## src/rtl/mem_cmd_sequencer.sv

```systemverilog
// mem_cmd_sequencer: arbitrates fetch and data requests onto a single memory
// command channel. Each request issues set-address then read/write, waits
// for the response and returns a one-cycle done pulse on the winning port.
// Optional feature: define MEM_SEQ_ADDR_REUSE_EN to skip the set-address
// command when the word address matches the last one sent.
module mem_cmd_sequencer (
  input  logic        clk,
  input  logic        reset,
  input  logic        if_req,
  input  logic [31:0] if_addr,
  output logic [31:0] if_rdata,
  output logic        if_done,
  input  logic        d_req,
  input  logic        d_we,
  input  logic [31:0] d_addr,
  input  logic [31:0] d_wdata,
  output logic [31:0] d_rdata,
  output logic        d_done,
  output logic        cmd_stb,
  output logic [33:0] cmd_word,
  input  logic        cmd_busy,
  input  logic        rsp_stb,
  input  logic [33:0] rsp_word,
  output logic        busy
);

  typedef enum logic [2:0] {StIdle, StAddr, StOp, StWait, StDone} state_e;

  state_e      state_q, state_d;
  logic        cmd_stb_d;
  logic [33:0] cmd_word_d;
  logic        latch_req;

  // Request captured at arbitration time
  logic        sel_data_q;
  logic        we_q;
  logic [31:0] wdata_q;

  // Arbitration result: data port has fixed priority over fetch
  logic        any_req;
  logic        win_data;
  logic        win_we;
  logic [29:0] win_waddr;
  logic        reuse_hit;

  assign any_req   = d_req | if_req;
  assign win_data  = d_req;
  assign win_we    = d_req & d_we;
  assign win_waddr = d_req ? d_addr[31:2] : if_addr[31:2];

  // Byte-offset and response tag bits carry no meaning here
  logic unused_bits;
  assign unused_bits = ^{rsp_word[33:32], if_addr[1:0], d_addr[1:0]};

  function automatic logic [33:0] op_word(input logic we, input logic [31:0] wdata);
    return we ? {2'b01, wdata} : {2'b00, 32'h0};
  endfunction

`ifdef MEM_SEQ_ADDR_REUSE_EN
  logic [29:0] last_waddr_q;
  logic        last_valid_q;

  assign reuse_hit = last_valid_q && (win_waddr == last_waddr_q);

  // Track the address most recently accepted by the master
  always_ff @(posedge clk) begin
    if (reset) begin
      last_waddr_q <= '0;
      last_valid_q <= 1'b0;
    end else if (state_q == StAddr && !cmd_busy) begin
      last_waddr_q <= cmd_word[29:0];
      last_valid_q <= 1'b1;
    end
  end
`else
  assign reuse_hit = 1'b0;
`endif

  // Next-state and next command word
  always_comb begin
    state_d    = state_q;
    cmd_stb_d  = cmd_stb;
    cmd_word_d = cmd_word;
    latch_req  = 1'b0;
    case (state_q)
      StIdle: begin
        cmd_stb_d  = 1'b0;
        cmd_word_d = '0;
        if (any_req) begin
          latch_req = 1'b1;
          cmd_stb_d = 1'b1;
          if (reuse_hit) begin
            state_d    = StOp;
            cmd_word_d = op_word(win_we, d_wdata);
          end else begin
            state_d    = StAddr;
            cmd_word_d = {2'b10, 1'b0, 1'b0, win_waddr};
          end
        end
      end
      StAddr: begin
        if (!cmd_busy) begin
          state_d    = StOp;
          cmd_stb_d  = 1'b1;
          cmd_word_d = op_word(we_q, wdata_q);
        end
      end
      StOp: begin
        if (!cmd_busy) begin
          state_d    = StWait;
          cmd_stb_d  = 1'b0;
          cmd_word_d = '0;
        end
      end
      StWait: begin
        if (rsp_stb) state_d = StDone;
      end
      StDone: state_d = StIdle;
      default: begin
        state_d    = StIdle;
        cmd_stb_d  = 1'b0;
        cmd_word_d = '0;
      end
    endcase
  end

  // FSM state and registered command outputs
  always_ff @(posedge clk) begin
    if (reset) begin
      state_q  <= StIdle;
      cmd_stb  <= 1'b0;
      cmd_word <= '0;
    end else begin
      state_q  <= state_d;
      cmd_stb  <= cmd_stb_d;
      cmd_word <= cmd_word_d;
    end
  end

  // Capture the winning request; later input changes are ignored
  always_ff @(posedge clk) begin
    if (reset) begin
      sel_data_q <= 1'b0;
      we_q       <= 1'b0;
      wdata_q    <= '0;
    end else if (latch_req) begin
      sel_data_q <= win_data;
      we_q       <= win_we;
      wdata_q    <= d_wdata;
    end
  end

  // Read data lands in the winning port's register only on a read response
  always_ff @(posedge clk) begin
    if (reset) begin
      if_rdata <= '0;
      d_rdata  <= '0;
    end else if (state_q == StWait && rsp_stb && !we_q) begin
      if (sel_data_q) d_rdata  <= rsp_word[31:0];
      else            if_rdata <= rsp_word[31:0];
    end
  end

  assign if_done = (state_q == StDone) && !sel_data_q;
  assign d_done  = (state_q == StDone) && sel_data_q;
  assign busy    = (state_q != StIdle);

endmodule
```

## config.mk

```make
export PLATFORM = sky130hd
export DESIGN_NAME = mem_cmd_sequencer
export DESIGN_NICKNAME = d
export VERILOG_FILES = /design/src/rtl/mem_cmd_sequencer.sv
export SDC_FILE = /design/constraint.sdc
export NUM_CORES = 1
export LEC_CHECK = 0
export ABC_AREA = 1
export CORE_UTILIZATION = 30
export DETAILED_ROUTE_END_ITERATION = 10
export HOLD_SLACK_MARGIN = 0.03
export MAX_ROUTING_LAYER = met4
export PLACE_DENSITY = 0.59
export SLEW_MARGIN = 10
export SYNTH_ARGS = -nofsm -noshare
export SYNTH_HDL_FRONTEND = slang
export SYNTH_SLANG_ARGS = --single-unit
```

## constraint.sdc

```tcl
create_clock -name clk -period 1.3 [get_ports clk]
set_input_delay 0.325 -clock clk [delete_from_list [all_inputs] [get_ports clk]]
set_output_delay 0.325 -clock clk [all_outputs]
set_load 0.1 [all_outputs]
```

==> results.yml <==
run_status:
  status: "finished, violations left"
  violations: "setup timing"
cells_and_area:
  fillers: 1596
  area_delta_synth_final_pct: 109.1
  final_util: 0.6476
  multi_input_area_mm2: 0.003672
  antenna_cells: 0
  regArea_mm2: 0.002879
  drive_above_1_share: 0.4403
  layout_common_cells: "251 x nand2_1, 158 x nor2_1, 129 x clkdlybuf4s50_1"
  final_common_cell: "nand2_1"
  final_nets: 1391
floorplan:
  num_rows: 51
  dieArea_mm2: 0.02086
  fp.dieW_um: 144.4
  start_util: 0.3097
  core_area_mm2: 0.01965
  pin_count: 239
  die_y_um: 144.4
sta:
  worst_pin_slew_ns: 0.3408
  drv_slew: 0
  skew_ns: 0.01279
  max_freq_mhz: 623.9
  slew-limit-headroom: 0.7728
  period_share: 1.233
  fin_ws_ns: -0.3029
  post-route-min-period_ns: 1.603
  hold_viol_final: 0
  rsz0062_at_grt: "true"
  whs_ns: 0.3925
  final.setup.tns_ns: -25.04
  setup_viol: 139
worst_setup_path:
  r2r_cells: 7
  path_max_fanout: 3
  slowest_delay_ns: 0.36
  slowest_stage: "dfxtp_4"
  startpoint_type: "register"
  criticalPathCategory: "register to output pin"
  rrSetupSlack_ns: -0.28
  cp.arrival_ns: 1.28
  r2r_end: "cmd_word[32]$_SDFFE_PP0P_"
  path_cells: "nor2_4, nand2_8, buf_6, buf_12"
  r2r_start: "state_q[2]$_SDFFE_PP0P_"
  end_kind: "output pin"
  required_ns: 0.98
  worst-path-buf-inv: 2
  path_delay_family: "flip-flops"
synthesis:
  async_flop_share: 0
  synth_area_per_cell_um2: 6.399
  synth_edf_count: 0
  synth_fp_nets: 1088
  syn_inst: 951
  synth_warnings: 0
  ys.flop_type: "dfxtp_1"
  ys_types: 21
  synth-seq-area-share: 0.4474
  synth_area_mm2: 0.006086
  synth_seq_cells: 136
routing:
  dr.pass1.iters: 5
  wl_per_cell_um: 16.00
  drcViolationCount: 0
  num_vias: 6978
  drt-initial-drc-count: 363
  drt.antenna.violating_nets: 0
  viasPerCell: 4.561
  wirelength_mm: 24.49
placement:
  place_congestion: 0.8404
  dp_slack_ns: -0.4772
  portBuffers: 232
  dp_hpwl_mm: 13.87
power:
  ir_drop_mv: 1.165
  power.leakage_nw: 5.627
  pwr_density_cell_mw_per_mm2: 1874
global_route:
  overflow: 0
  grt_max_degree: 65
  grtUsageTotal: 0.2168
  grt_pass1_vias: 6407
  grt_antenna_before_repair: 0
  grt_pass1_wl_mm: 33.67
clock_tree:
  cts_tree: "built"
  clkLatencyLatePin_ns: 0.42
  hold_buffers: 0
  htreeDepth: 4
  numCtsBuffers: 17
  cts_root_buffer: "clkbuf_16"
  clk_pin_slew_worst_paths_ns: 0.06
  clock_sinks: 136
  clk_path_buf_depth: 2
min_path:
  whs_path_depth: 3
  min_from: "reset"
  hp-class: "input port to register"
  hold_end: "cmd_word[8]$_SDFFE_PP0P_"
flow_run:
  max_cap_violations: 0
kinds of logic after synthesis:
kind of cell | synth area share
AO/OA/AOI/OAI | 0.05962
AND/OR/NAND/NOR | 0.3978
flip-flops | 0.4474
buffers and inverters | 0.09519
Yosys cell counts (2+ instances only):
master | n | area share
clkbuf_1 | 28 | 0.017
o21ai_0 | 32 | 0.026
nor2_2 | 2 | 0.0021
a21oi_1 | 39 | 0.032
nor3_1 | 2 | 0.0016
buf_6 | 3 | 0.0056
nand2_1 | 361 | 0.22
inv_2 | 6 | 0.0037
buf_4 | 3 | 0.0037
inv_1 | 72 | 0.044
nand3_1 | 6 | 0.0049
nand4_1 | 30 | 0.031
buf_2 | 25 | 0.021
nor2_1 | 199 | 0.12
dfxtp_1 | 136 | 0.45
nand4_4 | 2 | 0.0070
layout make-up:
cell class	count	area share
tap	265	0.02605
inverter	78	0.02458
timing repair buffer	343	0.3905
sequential	136	0.2262
clock buffer	22	0.03647
multi-input combinational	678	0.2885
clock inverter	8	0.007668
metrics by stage:
step / power (mW) / std cells / cell area, um2
after global routing: 24.78 / 1530 / 12730
after global placement: 14.44 / 1429 / 10000
final: 23.85 / 1530 / 12730
after floorplan: 10.91 / 951 / 6167
after CTS: 20.78 / 1503 / 11630
after detailed placement: 14.51 / 1429 / 10000
repair_timing:
action | CTS | global route
endpoints found under the setup margin | 197 | 161
buffers inserted | 29 | 22
resized for setup | 200 | 258
pin swaps | 19 | 78
cloned | 16 | 14
worst max-delay path by stage:
stage | from | slack (ns) | cells past startpoint | end
after global routing | state_q[2]$_SDFFE_PP0P_ | -0.36 | 9 | cmd_word[10]$_SDFFE_PP0P_
after CTS | state_q[2]$_SDFFE_PP0P_ | -0.31 | 4 | d_done
after floorplan | state_q[1]$_SDFFE_PP0P_ | -0.07 | 3 | d_done
after global placement | d_req | -0.45 | 9 | state_q[0]$_SDFFE_PP0P_
final | state_q[2]$_SDFFE_PP0P_ | -0.30 | 4 | busy
after detailed placement | d_req | -0.48 | 7 | wdata_q[1]$_SDFFE_PP0P_
power breakdown:
group / internal [mW] / leakage (nW) / switching (mW)
clock network: 2.90 / 0.276 / 1.82
registers: 5.02 / 1.16 / 0.702
logic: 6.05 / 4.19 / 7.36
layer usage:
layer	routed length [um]	global-route usage	vias to the layer above
li1	-	-	3526
met1	10880	0.2736	3189
met2	11980	0.3436	235
met3	1221	0.04603	28
met4	411	0.07091	0
met5	0	-	-
worst min-delay path, stage by stage:
cell     delay, ns
buf_2         0.11
buf_4         0.29
a21oi_2       0.04
state kept, by name, indices dropped and copies added (netlist names):
signal / cells
d_rdata: 32
state_q: 3
cmd_stb: 1
if_rdata: 32
we_q: 1
wdata_q: 32
sel_data_q: 1
cmd_word: 34
Note: power is estimated with default switching activity, not from simulation.
